`src/rtl/rsp_fifo_if.sv`:
```
// Response stream bundle between the response arbiter, rsp_fifo and the host.
// The slave modport is the FIFO's view; master is the environment driving it.
interface rsp_fifo_if #(
    parameter int RSP_WIDTH = 32
);
    logic                 rsp_write_en;
    logic [RSP_WIDTH-1:0] rsp_data;
    logic                 rsp_valid;
    logic                 rsp_ready;
    logic [RSP_WIDTH-1:0] rsp_out;

    modport master (
        output rsp_write_en,
        output rsp_data,
        output rsp_ready,
        input  rsp_valid,
        input  rsp_out
    );

    modport slave (
        input  rsp_write_en,
        input  rsp_data,
        input  rsp_ready,
        output rsp_valid,
        output rsp_out
    );
endinterface

```
`src/rtl/rsp_fifo.sv`:
```
// First-word-fall-through response buffer that absorbs backpressure-free write strobes
// and counts writes lost while full instead of stalling the arbiter.
module rsp_fifo #(
    parameter int RSP_WIDTH    = 32,
    parameter int DEPTH        = 16,
    parameter int AFULL_THRESH = 14,
    localparam int PTR_W       = $clog2(DEPTH),
    localparam int CNT_W       = $clog2(DEPTH + 1)
) (
    input  logic             clk,
    input  logic             rst_n,
    rsp_fifo_if.slave        bus,
    output logic [CNT_W-1:0] count,
    output logic             almost_full,
    output logic             overflow,
    output logic [7:0]       drop_cnt,
    input  logic             overflow_clr
);

    logic [RSP_WIDTH-1:0] mem_q [DEPTH];
    logic [PTR_W-1:0]     wr_ptr_q, wr_ptr_d;
    logic [PTR_W-1:0]     rd_ptr_q, rd_ptr_d;
    logic [CNT_W-1:0]     count_q, count_d;
    logic                 overflow_q, overflow_d;
    logic [7:0]           drop_cnt_q, drop_cnt_d;

    logic full;
    logic pop;
    logic push;
    logic drop;

    always_comb begin
        full = (count_q == CNT_W'(DEPTH));
        pop  = (count_q != '0) && bus.rsp_ready;
        // A full buffer still accepts a write when the head leaves in the same cycle.
        push = bus.rsp_write_en && (!full || pop);
        drop = bus.rsp_write_en && full && !pop;

        wr_ptr_d = push ? wr_ptr_q + PTR_W'(1) : wr_ptr_q;
        rd_ptr_d = pop  ? rd_ptr_q + PTR_W'(1) : rd_ptr_q;

        count_d = count_q;
        if (push && !pop) begin
            count_d = count_q + CNT_W'(1);
        end else if (pop && !push) begin
            count_d = count_q - CNT_W'(1);
        end

        overflow_d = overflow_q;
        drop_cnt_d = drop_cnt_q;
        if (drop) begin
            overflow_d = 1'b1;
            if (overflow_clr) begin
                drop_cnt_d = 8'd1;
            end else if (drop_cnt_q != 8'hFF) begin
                drop_cnt_d = drop_cnt_q + 8'd1;
            end
        end else if (overflow_clr) begin
            overflow_d = 1'b0;
            drop_cnt_d = 8'd0;
        end
    end

    always_ff @(posedge clk or negedge rst_n) begin
        if (!rst_n) begin
            wr_ptr_q   <= '0;
            rd_ptr_q   <= '0;
            count_q    <= '0;
            overflow_q <= 1'b0;
            drop_cnt_q <= 8'd0;
        end else begin
            wr_ptr_q   <= wr_ptr_d;
            rd_ptr_q   <= rd_ptr_d;
            count_q    <= count_d;
            overflow_q <= overflow_d;
            drop_cnt_q <= drop_cnt_d;
        end
    end

    // Storage carries no reset; validity comes entirely from count_q.
    always_ff @(posedge clk) begin
        if (push) begin
            mem_q[wr_ptr_q] <= bus.rsp_data;
        end
    end

    always_comb begin
        bus.rsp_valid = (count_q != '0);
        bus.rsp_out   = (count_q != '0) ? mem_q[rd_ptr_q] : '0;
        count         = count_q;
        almost_full   = (count_q >= CNT_W'(AFULL_THRESH));
        overflow      = overflow_q;
        drop_cnt      = drop_cnt_q;
    end

endmodule

```
`src/flat_wrapper.sv`:
```
// flat-port wrapper written by rule: the top's interface ports become plain ports
module rsp_fifo_flat 
#(
    parameter int RSP_WIDTH    = 32,
    parameter int DEPTH        = 16,
    parameter int AFULL_THRESH = 14,
    localparam int PTR_W       = $clog2(DEPTH),
    localparam int CNT_W       = $clog2(DEPTH + 1)
)
  (clk, rst_n, count, almost_full, overflow, drop_cnt, overflow_clr, bus_rsp_write_en, bus_rsp_data, bus_rsp_ready, bus_rsp_valid, bus_rsp_out);
  rsp_fifo_if #(.RSP_WIDTH(RSP_WIDTH)) bus_i ();
  input  logic clk;
  input  logic rst_n;
  output logic [CNT_W-1:0] count;
  output logic almost_full;
  output logic overflow;
  output logic [7:0] drop_cnt;
  input  logic overflow_clr;
  input wire logic [$bits(bus_i.rsp_write_en)-1:0] bus_rsp_write_en;
  input wire logic [$bits(bus_i.rsp_data)-1:0] bus_rsp_data;
  input wire logic [$bits(bus_i.rsp_ready)-1:0] bus_rsp_ready;
  output wire logic [$bits(bus_i.rsp_valid)-1:0] bus_rsp_valid;
  output wire logic [$bits(bus_i.rsp_out)-1:0] bus_rsp_out;
  assign bus_i.rsp_write_en = bus_rsp_write_en;
  assign bus_i.rsp_data = bus_rsp_data;
  assign bus_i.rsp_ready = bus_rsp_ready;
  assign bus_rsp_valid = bus_i.rsp_valid;
  assign bus_rsp_out = bus_i.rsp_out;
  rsp_fifo #(.RSP_WIDTH(RSP_WIDTH), .DEPTH(DEPTH), .AFULL_THRESH(AFULL_THRESH)) u_core (.clk(clk), .rst_n(rst_n), .bus(bus_i), .count(count), .almost_full(almost_full), .overflow(overflow), .drop_cnt(drop_cnt), .overflow_clr(overflow_clr));
endmodule
```
`config.mk`:
```
export PLATFORM = sky130hd
export DESIGN_NAME = rsp_fifo_flat
export DESIGN_NICKNAME = d
export VERILOG_FILES = /design/src/rtl/rsp_fifo_if.sv /design/src/rtl/rsp_fifo.sv /design/src/flat_wrapper.sv
export SDC_FILE = /design/constraint.sdc
export NUM_CORES = 1
export LEC_CHECK = 0
export BUFFER_PORTS_ARGS = -buffer_cell sky130_fd_sc_hd__buf_4
export CAP_MARGIN = 20
export CORE_ASPECT_RATIO = 0.75
export CORE_MARGIN = 10
export CORE_UTILIZATION = 61
export CTS_CLUSTER_SIZE = 14
export DETAILED_ROUTE_END_ITERATION = 10
export PLACE_DENSITY_LB_ADDON = 0.25
export SYNTH_ARGS = -nofsm -noshare
export SYNTH_HDL_FRONTEND = slang
export SYNTH_SLANG_ARGS = --single-unit
```
`constraint.sdc`:
```
create_clock -name clk -period 4.3 [get_ports clk]
set_input_delay 0.86 -clock clk [delete_from_list [all_inputs] [get_ports clk]]
set_output_delay 0.86 -clock clk [all_outputs]
set_load 0.01 [all_outputs]
```
---- Yosys cells after proc, flatten, opt, wreduce, memory -nomap -nowiden ----
Memories as Yosys holds them, arrays and structs flattened.
Cells that the tools add are included.
word-level totals
  register bits after elaboration ......... 22
  bits in latches ......................... 0
  RAM bits ................................ 512
  ROM bits ................................ 0
  input port bits ......................... 37
  output and inout port bits .............. 48
  word-level logic and storage cells ...... 40
  memories kept ........................... 1
memory list
  memory        depth  width  rd ports  clocked after memory_dff  write ports  RTL line        RTL
  u_core.mem_q  16     32     1         0                         1            rsp_fifo.sv:20  logic [RSP_WIDTH-1:0] mem_q [DEPTH];
operators by class
  add/subtract/negate cells ............... 5
  multipliers ............................. 0
  div/mod/pow operators ................... 0
  magnitude comparators ................... 1
  eq/ne operators ......................... 2
  shift-type cells ........................ 0
  multiplexer cells ....................... 11
  bitwise logic cells ..................... 0
  reductions and logical operators ........ 15
operators by type and width
  kind                                                                                 number
  32-bit two-way mux                                                                   1
  8-bit two-way mux                                                                    4
  5-bit two-way mux                                                                    2
  4-bit by 1-bit adder with 4-bit output, second input constant                        2
  8-bit by 1-bit adder with 8-bit output, second input constant                        1
  8-bit != test, second input constant                                                 1
  1-bit logical AND                                                                    6
  2-bit nonzero test                                                                   3
  5-bit by 1-bit adder with 5-bit output, second input constant                        1
  5-bit equality test, second input constant                                           1
  5-bit by 4-bit greater-or-equal comparator with 1-bit output, second input constant  1
  5-bit nonzero test                                                                   1
  5-bit by 1-bit subtractor with 5-bit output, second input constant                   1
  1-bit two-way mux                                                                    4
  1-bit logical NOT                                                                    3
  2-bit AND reduction                                                                  1
  1-bit logical OR                                                                     1

---- Logic depth before layout (Yosys ltp) ----
Gate-level depths: netlist (run 1).
  depth in word-level cells ............... 8
  depth in mapped cells ................... 11
  mapped depth without buffers ............ 9

---- Worst setup path before layout (run 1) ----
Ideal clock, no wire load.
  path type ............................... input to register
  start ................................... input port bus_rsp_ready
  end ..................................... memory u_core.mem_q[3][0] (enable)
  library setup time ...................... 0.461 ns
  arrival time ............................ 3.630 ns
  data required time ...................... 3.839 ns
  slack ................................... 0.209 ns
  cell stages on the path ................. 4
  buffers on the path ..................... 1
  path through ............................ o31a_1 > clkbuf_1 > nand2_1 > nor3_1
on the way
  cells in the longest elaborated chain, start to end .. 5
RTL lines
  item                                     RTL line            RTL
  start: declaration                       flat_wrapper.sv:21  input wire logic [$bits(bus_i.rsp_ready)-1:0] bus_rsp_ready;
  1-bit logical AND                        rsp_fifo.sv:34      pop = (count_q != '0) && bus.rsp_ready;
  1-bit logical OR                         rsp_fifo.sv:36      push = bus.rsp_write_en && (!full || pop);
  1-bit logical AND                        rsp_fifo.sv:36
  named net u_core.push                    rsp_fifo.sv:29      logic push;
  1-bit two-way mux                        rsp_fifo.sv:82      if (push) begin
  1-bit two-way mux (not written as such)  rsp_fifo.sv:83      mem_q[wr_ptr_q] <= bus.rsp_data;
  end: declaration                         rsp_fifo.sv:20
The timed path passes the listed nets, and every way through them passes these cells.

---- Final worst setup path (run 1) ----
  start ................................... register u_core.rd_ptr_q[0]
  end ..................................... output port bus_rsp_out[20]
on the way
  cells in the longest elaborated chain, start to end .. 2
RTL lines
  item                      RTL line            RTL
  start: declaration        rsp_fifo.sv:22      logic [PTR_W-1:0] rd_ptr_q, rd_ptr_d;
  start signal: assignment  rsp_fifo.sv:73      rd_ptr_q <= rd_ptr_d;
  memory read 16 x 32 bit   -
  32-bit two-way mux        rsp_fifo.sv:89      bus.rsp_out = (count_q != '0) ? mem_q[rd_ptr_q] : '0;
  end: declaration          flat_wrapper.sv:23  output wire logic [$bits(bus_i.rsp_out)-1:0] bus_rsp_out;
No other way between the ends.

==> results.ini, run 1 <==
[global_routing]
grt_use_total=0.2128
grt_overflow_total=0
grt_pass1_vias=10480
grt_max_degree=67
grt_pass1_wl_um=67210
antenna_found_initial=1

[clock_network]
clock_path_buffers=3
cts_hold_buffers=0
htreeDepth=2
cts_setup_buffers=0
cts_made_buffers=49
cts_resized=0
worstSkewPairLatency_ps=570
clkSlewWorstSetupHoldPaths_ps=60
cts_tree=done
root_buffer=clkbuf_16
cts_sinks=534

[timing]
drv_slew=0
worst_pin_slew_ps=843.5
period_minus_slack_ps=3854
fmax_ghz=0.2595
setup_tns_ps=0
finalCritPeriodShare=0.8963
holdWs_ps=191.2
setup_viol=0
finClkSkew_ps=23.88
finalHoldViolCount=0
slew_headroom=0.4377
rsz0062_at_grt=false

[die]
dieArea_sq_mm=0.04186
die_width_um=232.9
rows=58
ios=85
core_sq_mm=0.03353
die_h_um=179.7
initial_core_util=0.6187

[pwr]
p_sw_uw=4648
comb_power_share=0.307
clkPwrFrac=0.257
power_density_mw_per_mm2=649.1
power.leakage_uw=0.007700
ir_drop_mv=0.4103
power.internal_uw=10720
power_frac_seq=0.436
swShare=0.3024

[critical_path]
criticalPathCategory=reg2out
worst_path_most_repeated_cell=buf_4
required_ps=3440
crit_fanout=30
endpoint_kind=output port
crit_chain=buf_4, mux4_2, mux2i_1, o211ai_1, buf_4
slowest_stage=dfrtp_4
arrival_ps=2990
max_stage_delay_ps=860
cp-start-kind=flop

[run]
maxCapViolCount=0

[route]
drt-met1-wl_um=18370
route.met2.wl_um=21800
dr_wl_met3_um=3144
vias_per_cell=6.416
drt-initial-drc-count=1153
ant_nets=0
drc=0
vias=10110
drt_pass1_iterations=5
maxUsedRoutingLayer=met4
routed_wl_um=44000
wl_per_cell_um=27.92

[yosys]
synth_nets=1022
ys.flop_type=edfxtp_1
synth_top_area_cell=edfxtp_1
synth.cell_area_sq_mm=0.02074
synth_cell_types=43
ys_seq_elements=534
ys_top_cells_by_count=edfxtp_1 (512), mux4_2 (128), nand3_1 (73), mux2i_1 (35), o211ai_1 (32)
synth_edf_count=512
synth.most_common_cell=edfxtp_1
synth_area_leaders=edfxtp_1 (74%), mux4_2 (14%), dfrtp_1 (2.7%), nand3_1 (1.8%), mux2i_1 (1.7%)
postSynthCellCount=973
synth_top_area_frac=0.7411
synth_warnings=0
synth_area_per_cell_sq_um=21.32
ys_seq_area_frac=0.7677
async_flop_share=0.04120

[placed_design]
gp_congestion=0.7708
dp.cells=1492
hpwl_um=25100
port_buffers=84

[status]
status=finished, final reports clean

[cells_and_area]
drive_gt1_frac=0.3040
syn2layout_area_growth_pct=14.13
final_cells=1576
fin_nets=1142

[min_path]
hp-class=in2async

placed cells by master (no fill, tap or decap), types with 3 or more instances in the layout:
cell | synthesis | routed
dfrtp_4 | 0 | 3
o2111ai_1 | 3 | 3
mux2i_1 | 35 | 35
o21ai_0 | 6 | 6
nand3_1 | 73 | 73
nand4_1 | 3 | 3
buf_4 | 0 | 119
ha_1 | 11 | 11
a21oi_1 | 6 | 6
xnor2_1 | 7 | 7
nor2_4 | 0 | 12
clkbuf_16 | 0 | 50
inv_1 | 10 | 10
nor2_1 | 19 | 7
nor3_2 | 0 | 4
clkinv_2 | 0 | 8
clkbuf_1 | 30 | 10
buf_12 | 0 | 7
mux4_2 | 128 | 128
o211ai_1 | 32 | 32
nand2_1 | 13 | 13
dfrtp_1 | 22 | 19
clkinv_1 | 0 | 12
edfxtp_1 | 512 | 512
routing by layer:
metal  GRT usage  vias to the layer above
met5           0                        -
met4     0.05003                        0
met3     0.04673                       62
met2      0.3358                      374
met1      0.3015                     5383
li1            -                     4292
worst paths after layout:
| check | startpoint | to | slack (ps) | depth (start not counted) |
|---|---|---|---|---|
| min reg2reg | u_core.overflow | u_core.overflow | 540 | 2 |
| min in group clk | u_core.overflow | u_core.overflow | 540 | 2 |
| min | rst_n | u_core.count[2] | 190 | 1 |
| max reg2reg | u_core.count[1] | u_core.count[4] | 1230 | 9 |
| max in group asynchronous | rst_n | u_core.rd_ptr_q[1] | 3820 | 1 |
| max | u_core.rd_ptr_q[0] | bus_rsp_out[20] | 450 | 5 |
state kept, by name, summed over array words and instances (netlist names):
register and flops:
u_core.wr_ptr_q 4, u_core.count 5, u_core.rd_ptr_q 4, u_core.drop_cnt 8
u_core.overflow 1, u_core.mem_q 512
layout make-up:
cell class | instances | area (sq um)
sequential | 534 | 15940
fill | 2029 | 9852
multi-input combinational | 372 | 4666
clock buffer | 60 | 1289
timing repair buffer | 126 | 1033
tap | 450 | 563.0
clock inverter | 23 | 147.6
inverter | 10 | 37.54
antenna | 1 | 2.502
metrics by stage:
stage          utilization  power [uW]  worst slack, ps  area (sq um)
2_1_floorplan            -        9684            208.7         20740
3_3_place_gp        0.6632       11470             1035         22240
3_5_place_dp        0.6632       11560             1034         22240
4_1_cts             0.7061       15510            417.8         23670
5_1_grt             0.7061       16050            268.2         23670
6_report            0.7062       15370            446.0         23680
power groups by stage:
stage / logic [uW] / clock network [uW] / registers, uW
finish: 4720 / 3950 / 6700
global route: 5070 / 4220 / 6760
CTS: 4800 / 4010 / 6700
detailed placement: 4760 / 0 / 6800
global placement: 4700 / 0 / 6770
floorplan: 3180 / 0 / 6510
worst max-delay path, delay by kind of cell, from the launching register on:
family,cells,cell delay (ps)
compound gates,1,150
buf+inv,2,660
flops,1,860
mux,2,740
logic make-up after synthesis:
group,synth area share
compound gates,0.01930
xor+xnor,0.003800
fa+ha+maj,0.007599
buf+inv,0.01339
flops,0.7677
mux,0.1564
simple gates,0.03185
No activity file was read; power rests on OpenSTA's default activity.
==> run 2, diff against run 1 <==
CORE_ASPECT_RATIO = not set   (was 0.75)
==> run 2 against run 1 <==
Compared with the run above:
- utilization is 0.61 points higher
- clock power is 9.1% higher
- global-route usage is 0.41 points higher
- total power is 2.7% higher
- sequential share of layout area is 0.59 points lower
- non-clock buffer count is 7 lower
- count of clock-buffer cells in the layout is 7 higher
- clock skew is 11 ps lower
- combinational power is 2% higher
- largest cell class unchanged
==> results.ini, run 2 (synthesized netlist as in run 1, its figures left out) <==
[clock_network]
root_buffer=clkbuf_16
htreeDepth=2
cts_resized=0
cts_tree=done
cts_made_buffers=52
worstSkewPairLatency_ps=560
cts_sinks=534
clkSlewWorstSetupHoldPaths_ps=60
cts_setup_buffers=0
clock_path_buffers=3
cts_hold_buffers=0

[pwr]
clkPwrFrac=0.273
power.internal_uw=11040
power_frac_seq=0.422
comb_power_share=0.305
swShare=0.3001
p_sw_uw=4735
power_density_mw_per_mm2=660.7
ir_drop_mv=0.5059
power.leakage_uw=0.007784

[placed_design]
hpwl_um=24010
post_dp_cell_area_sq_mm=0.02226
dp.cells=1483
dp_slack_ps=1084
gp_congestion=0.7685
port_buffers=84

[cells_and_area]
syn2layout_area_growth_pct=15.13
fin_area_sq_mm=0.02388
utilization=0.7122
final_cells=1578
drive_gt1_frac=0.3074
largest_reg_flops=512
fin_nets=1138
final_cell_mix=edfxtp_1 (512), mux4_2 (128), buf_4 (106), nand3_1 (73), clkbuf_16 (54)
nFillCells=1987
final_common_cell=edfxtp_1
largest-register=u_core.mem_q

[timing]
drv_slew=0
slew_headroom=0.4301
finalHoldViolCount=0
worst_slack_ps=491.1
fmax_ghz=0.2625
period_minus_slack_ps=3809
rsz0062_at_grt=false
setup_tns_ps=0
finalCritPeriodShare=0.8858
setup_viol=0
worst_pin_slew_ps=854.8
finClkSkew_ps=12.47

[critical_path]
endpoint_kind=output port
crit_chain=buf_4, mux4_2, mux2i_1, o211ai_1, buf_4
max_stage_delay_ps=720
criticalPathCategory=reg2out
worst_path_most_repeated_cell=buf_4
required_ps=3440
crit_fanout=41
slowest_stage=dfrtp_4
arrival_ps=2950
cp-start-kind=flop

[route]
ant_nets=0
drc=0
drt_pass1_iterations=5
vias_per_cell=6.466
vias=10200
routed_wl_um=44530
drt-initial-drc-count=888
wl_per_cell_um=28.22

[global_routing]
grt_max_degree=67
use_met3=0.04058
busiest_layer=met2
grt_pass1_wl_um=67150
groute.layer.met2.usage=0.3596
grt_pass1_vias=10570
grt_use_total=0.2168
antenna_found_initial=1
grt_overflow_total=0
use_met1=0.2933

[min_path]
hp-class=in2async

[status]
status=finished, final reports clean

[run]
maxCapViolCount=0

[die]
rows=67
die_width_um=204.4
core_sq_mm=0.03353
die_h_um=204.4
dieArea_sq_mm=0.04178
initial_core_util=0.6187
ios=85

run 2: cell count changes in the layout (fill, tap and decap cells not counted), sizes merged:
cell    change
clkbuf      +7
clkinv      +1
bufinv      +2
inv         +1
buf         -7
run 2: power groups by stage:
stage	clock network (uW)	logic, uW	registers (uW)
floorplan	0	3180	6510
global placement	0	4820	6720
detailed placement	0	4860	6750
CTS	4370	4910	6660
global route	4580	5150	6710
finish	4310	4810	6650
run 2: final timing paths:
| kind | depth (start not counted) | from | slack [ps] | end |
|---|---|---|---|---|
| worst max-delay path | 5 | u_core.rd_ptr_q[3] | 490 | bus_rsp_out[19] |
| worst min-delay path | 1 | rst_n | 190 | u_core.count[0] |
| worst max register to register | 9 | u_core.count[0] | 1260 | u_core.count[4] |
| worst min register to register | 2 | u_core.overflow | 530 | u_core.overflow |
| max in group asynchronous | 1 | rst_n | 3840 | u_core.rd_ptr_q[1] |
| min in group clk | 2 | u_core.overflow | 530 | u_core.overflow |
run 2: metal layers:
metal,vias to the layer above,routed length [um]
li1,4310,-
met1,5332,17150
met2,496,22840
met3,66,3684
met4,0,860
met5,-,0
run 2: cell type report:
type / count / area, sq um / area share
sequential: 534 / 15940 / 0.6673
inverter: 10 / 37.54 / 0.001572
timing repair buffer: 119 / 1056 / 0.04422
tap: 448 / 560.5 / 0.02347
clock buffer: 67 / 1410 / 0.05904
clock inverter: 27 / 214.0 / 0.008959
multi-input combinational: 372 / 4666 / 0.1954
antenna: 1 / 2.502 / 0.0001048
run 2: worst max-delay path: cells and delay by family (launching register included):
kind            cells  cell delay (ps)
flops               1              720
compound gates      1              180
buf+inv             2              840
mux                 2              610
run 2: through the flow:
| step | power (uW) | hold slack [ps] |
|---|---|---|
| after floorplan | 9684 | 483.1 |
| after global placement | 11540 | 518.8 |
| after detailed placement | 11620 | 523.7 |
| after CTS | 15930 | 181.9 |
| after global routing | 16450 | 198.5 |
| final | 15780 | 189.7 |
==> run 3, diff against run 2 <==
CORE_UTILIZATION = 60   (was 61)
==> run 3 against run 2 <==
Compared with the run above:
- global-route usage decreased by 0.21 points
- combinational power about the same
- critical path type unchanged
- critical path depth unchanged
- clock skew increased by 5.5 ps
- hold slack got worse by 2.6 ps
- clock power decreased by 7.7%
- highest routed layer unchanged
- non-clock buffer count decreased by 2
==> results.ini, run 3 (synthesized netlist as in run 1, its figures left out) <==
[timing]
worst_pin_slew_ps=909.0
finalHoldViolCount=0
rsz0062_at_grt=false
setup_viol=0
finalCritPeriodShare=0.8842
period_minus_slack_ps=3802
drv_slew=0
finClkSkew_ps=17.92
slew_headroom=0.3940
fmax_ghz=0.2630
setup_tns_ps=0

[route]
ant_nets=0
drt_pass1_iterations=5
maxUsedRoutingLayer=met4
dr_wl_met3_um=3331
routed_wl_um=44720
drt-initial-drc-count=987
wl_per_cell_um=28.32
vias=10230
drt-met1-wl_um=18010
vias_per_cell=6.481
drc=0
route.met2.wl_um=22440

[cells_and_area]
diodes=0
final_common_cell=edfxtp_1
fin_area_sq_mm=0.02365
largest_reg_flops=512
final_cell_mix=edfxtp_1 (512), mux4_2 (128), buf_4 (108), nand3_1 (73), clkbuf_16 (51)
drive_gt1_frac=0.2998
largest-register=u_core.mem_q
syn2layout_area_growth_pct=13.99
fin_nets=1135

[critical_path]
arrival_ps=2940
crit_fanout=38
cp-start-kind=flop
criticalPathCategory=reg2out
endpoint_kind=output port
required_ps=3440

[die]
rows=68
dieArea_sq_mm=0.04241
core_sq_mm=0.03429
die_width_um=205.9
die_h_um=205.9
initial_core_util=0.6050
ios=85

[clock_network]
cts_resized=0
root_buffer=clkbuf_16
clkSlewWorstSetupHoldPaths_ps=60
htreeDepth=2
cts_setup_buffers=0
cts_sinks=534
cts_hold_buffers=0
clock_path_buffers=3
cts_made_buffers=51
worstSkewPairLatency_ps=570
cts_tree=done

[pwr]
ir_drop_mv=0.5070
power_density_mw_per_mm2=650.3
power.leakage_uw=0.007672

[global_routing]
antenna_found_initial=0
grt_overflow_total=0
grt_max_degree=70
grt_pass1_wl_um=67520
grt_use_total=0.2147
grt_pass1_vias=10620

[placed_design]
gp_congestion=0.7764
post_dp_cell_area_sq_mm=0.02220
hpwl_um=23870
port_buffers=84

[run]
maxCapViolCount=0

[status]
status=finished, final reports clean

[min_path]
hp-class=in2async

run 3: cell types whose count changed in the layout (fill, tap and decap cells not counted), sizes merged:
cell	change
clkbuf	-1
bufinv	-3
clkinv	+1
diode	-1
buf	-2
run 3: per-stage QoR:
| stage | cells | util | hold slack [ps] | total power [uW] | setup slack, ps |
|---|---|---|---|---|---|
| 3_5_place_dp | 1488 | 0.6475 | 546.0 | 11540 | 1070 |
| 3_3_place_gp | 1488 | 0.6475 | 533.2 | 11450 | 1163 |
| 5_1_grt | 1579 | 0.6897 | 192.8 | 16040 | 384.4 |
| 6_report | 1579 | 0.6897 | 187.1 | 15380 | 498.1 |
| 2_1_floorplan | 973 | - | 483.1 | 9684 | 208.7 |
| 4_1_cts | 1579 | 0.6897 | 175.9 | 15510 | 479.1 |
run 3: worst paths after layout:
check,cells past startpoint,slack (ps),endpoint,from
max in group asynchronous,1,3850,u_core.rd_ptr_q[0],rst_n
min in group clk,1,540,u_core.count[0],u_core.count[0]
hold / removal,1,190,u_core.count[2],rst_n
hold reg to reg,1,540,u_core.count[0],u_core.count[0]
setup reg to reg,9,1200,u_core.count[4],u_core.count[1]
setup / recovery,5,500,bus_rsp_out[20],u_core.rd_ptr_q[3]
run 3: area by class of cell:
type / instances / area [sq um]
sequential: 534 / 15940
tap: 455 / 569.3
clock buffer: 66 / 1333
fill: 2119 / 10640
timing repair buffer: 117 / 991.0
multi-input combinational: 372 / 4666
inverter: 10 / 37.54
clock inverter: 25 / 115.1
run 3: worst max-delay path, cell delays in order, from the launching register on:
cell	delay, ps
dfrtp_4	740
buf_4	610
mux4_2	430
mux2i_1	180
o211ai_1	180
buf_4	210
run 3: routing by layer:
metal,track usage,vias to the layer above
li1,-,4293
met1,0.2973,5426
met2,0.3494,449
met3,0.03746,66
met4,0.06046,0
met5,0,-
run 3: power breakdown:
| group | switching [uW] | total, uW | internal [uW] |
|---|---|---|---|
| Clock | 1800 | 3980 | 2170 |
| Sequential | 351 | 6620 | 6270 |
| Combinational | 2530 | 4780 | 2240 |
| Total | 4690 | 15400 | 10700 |
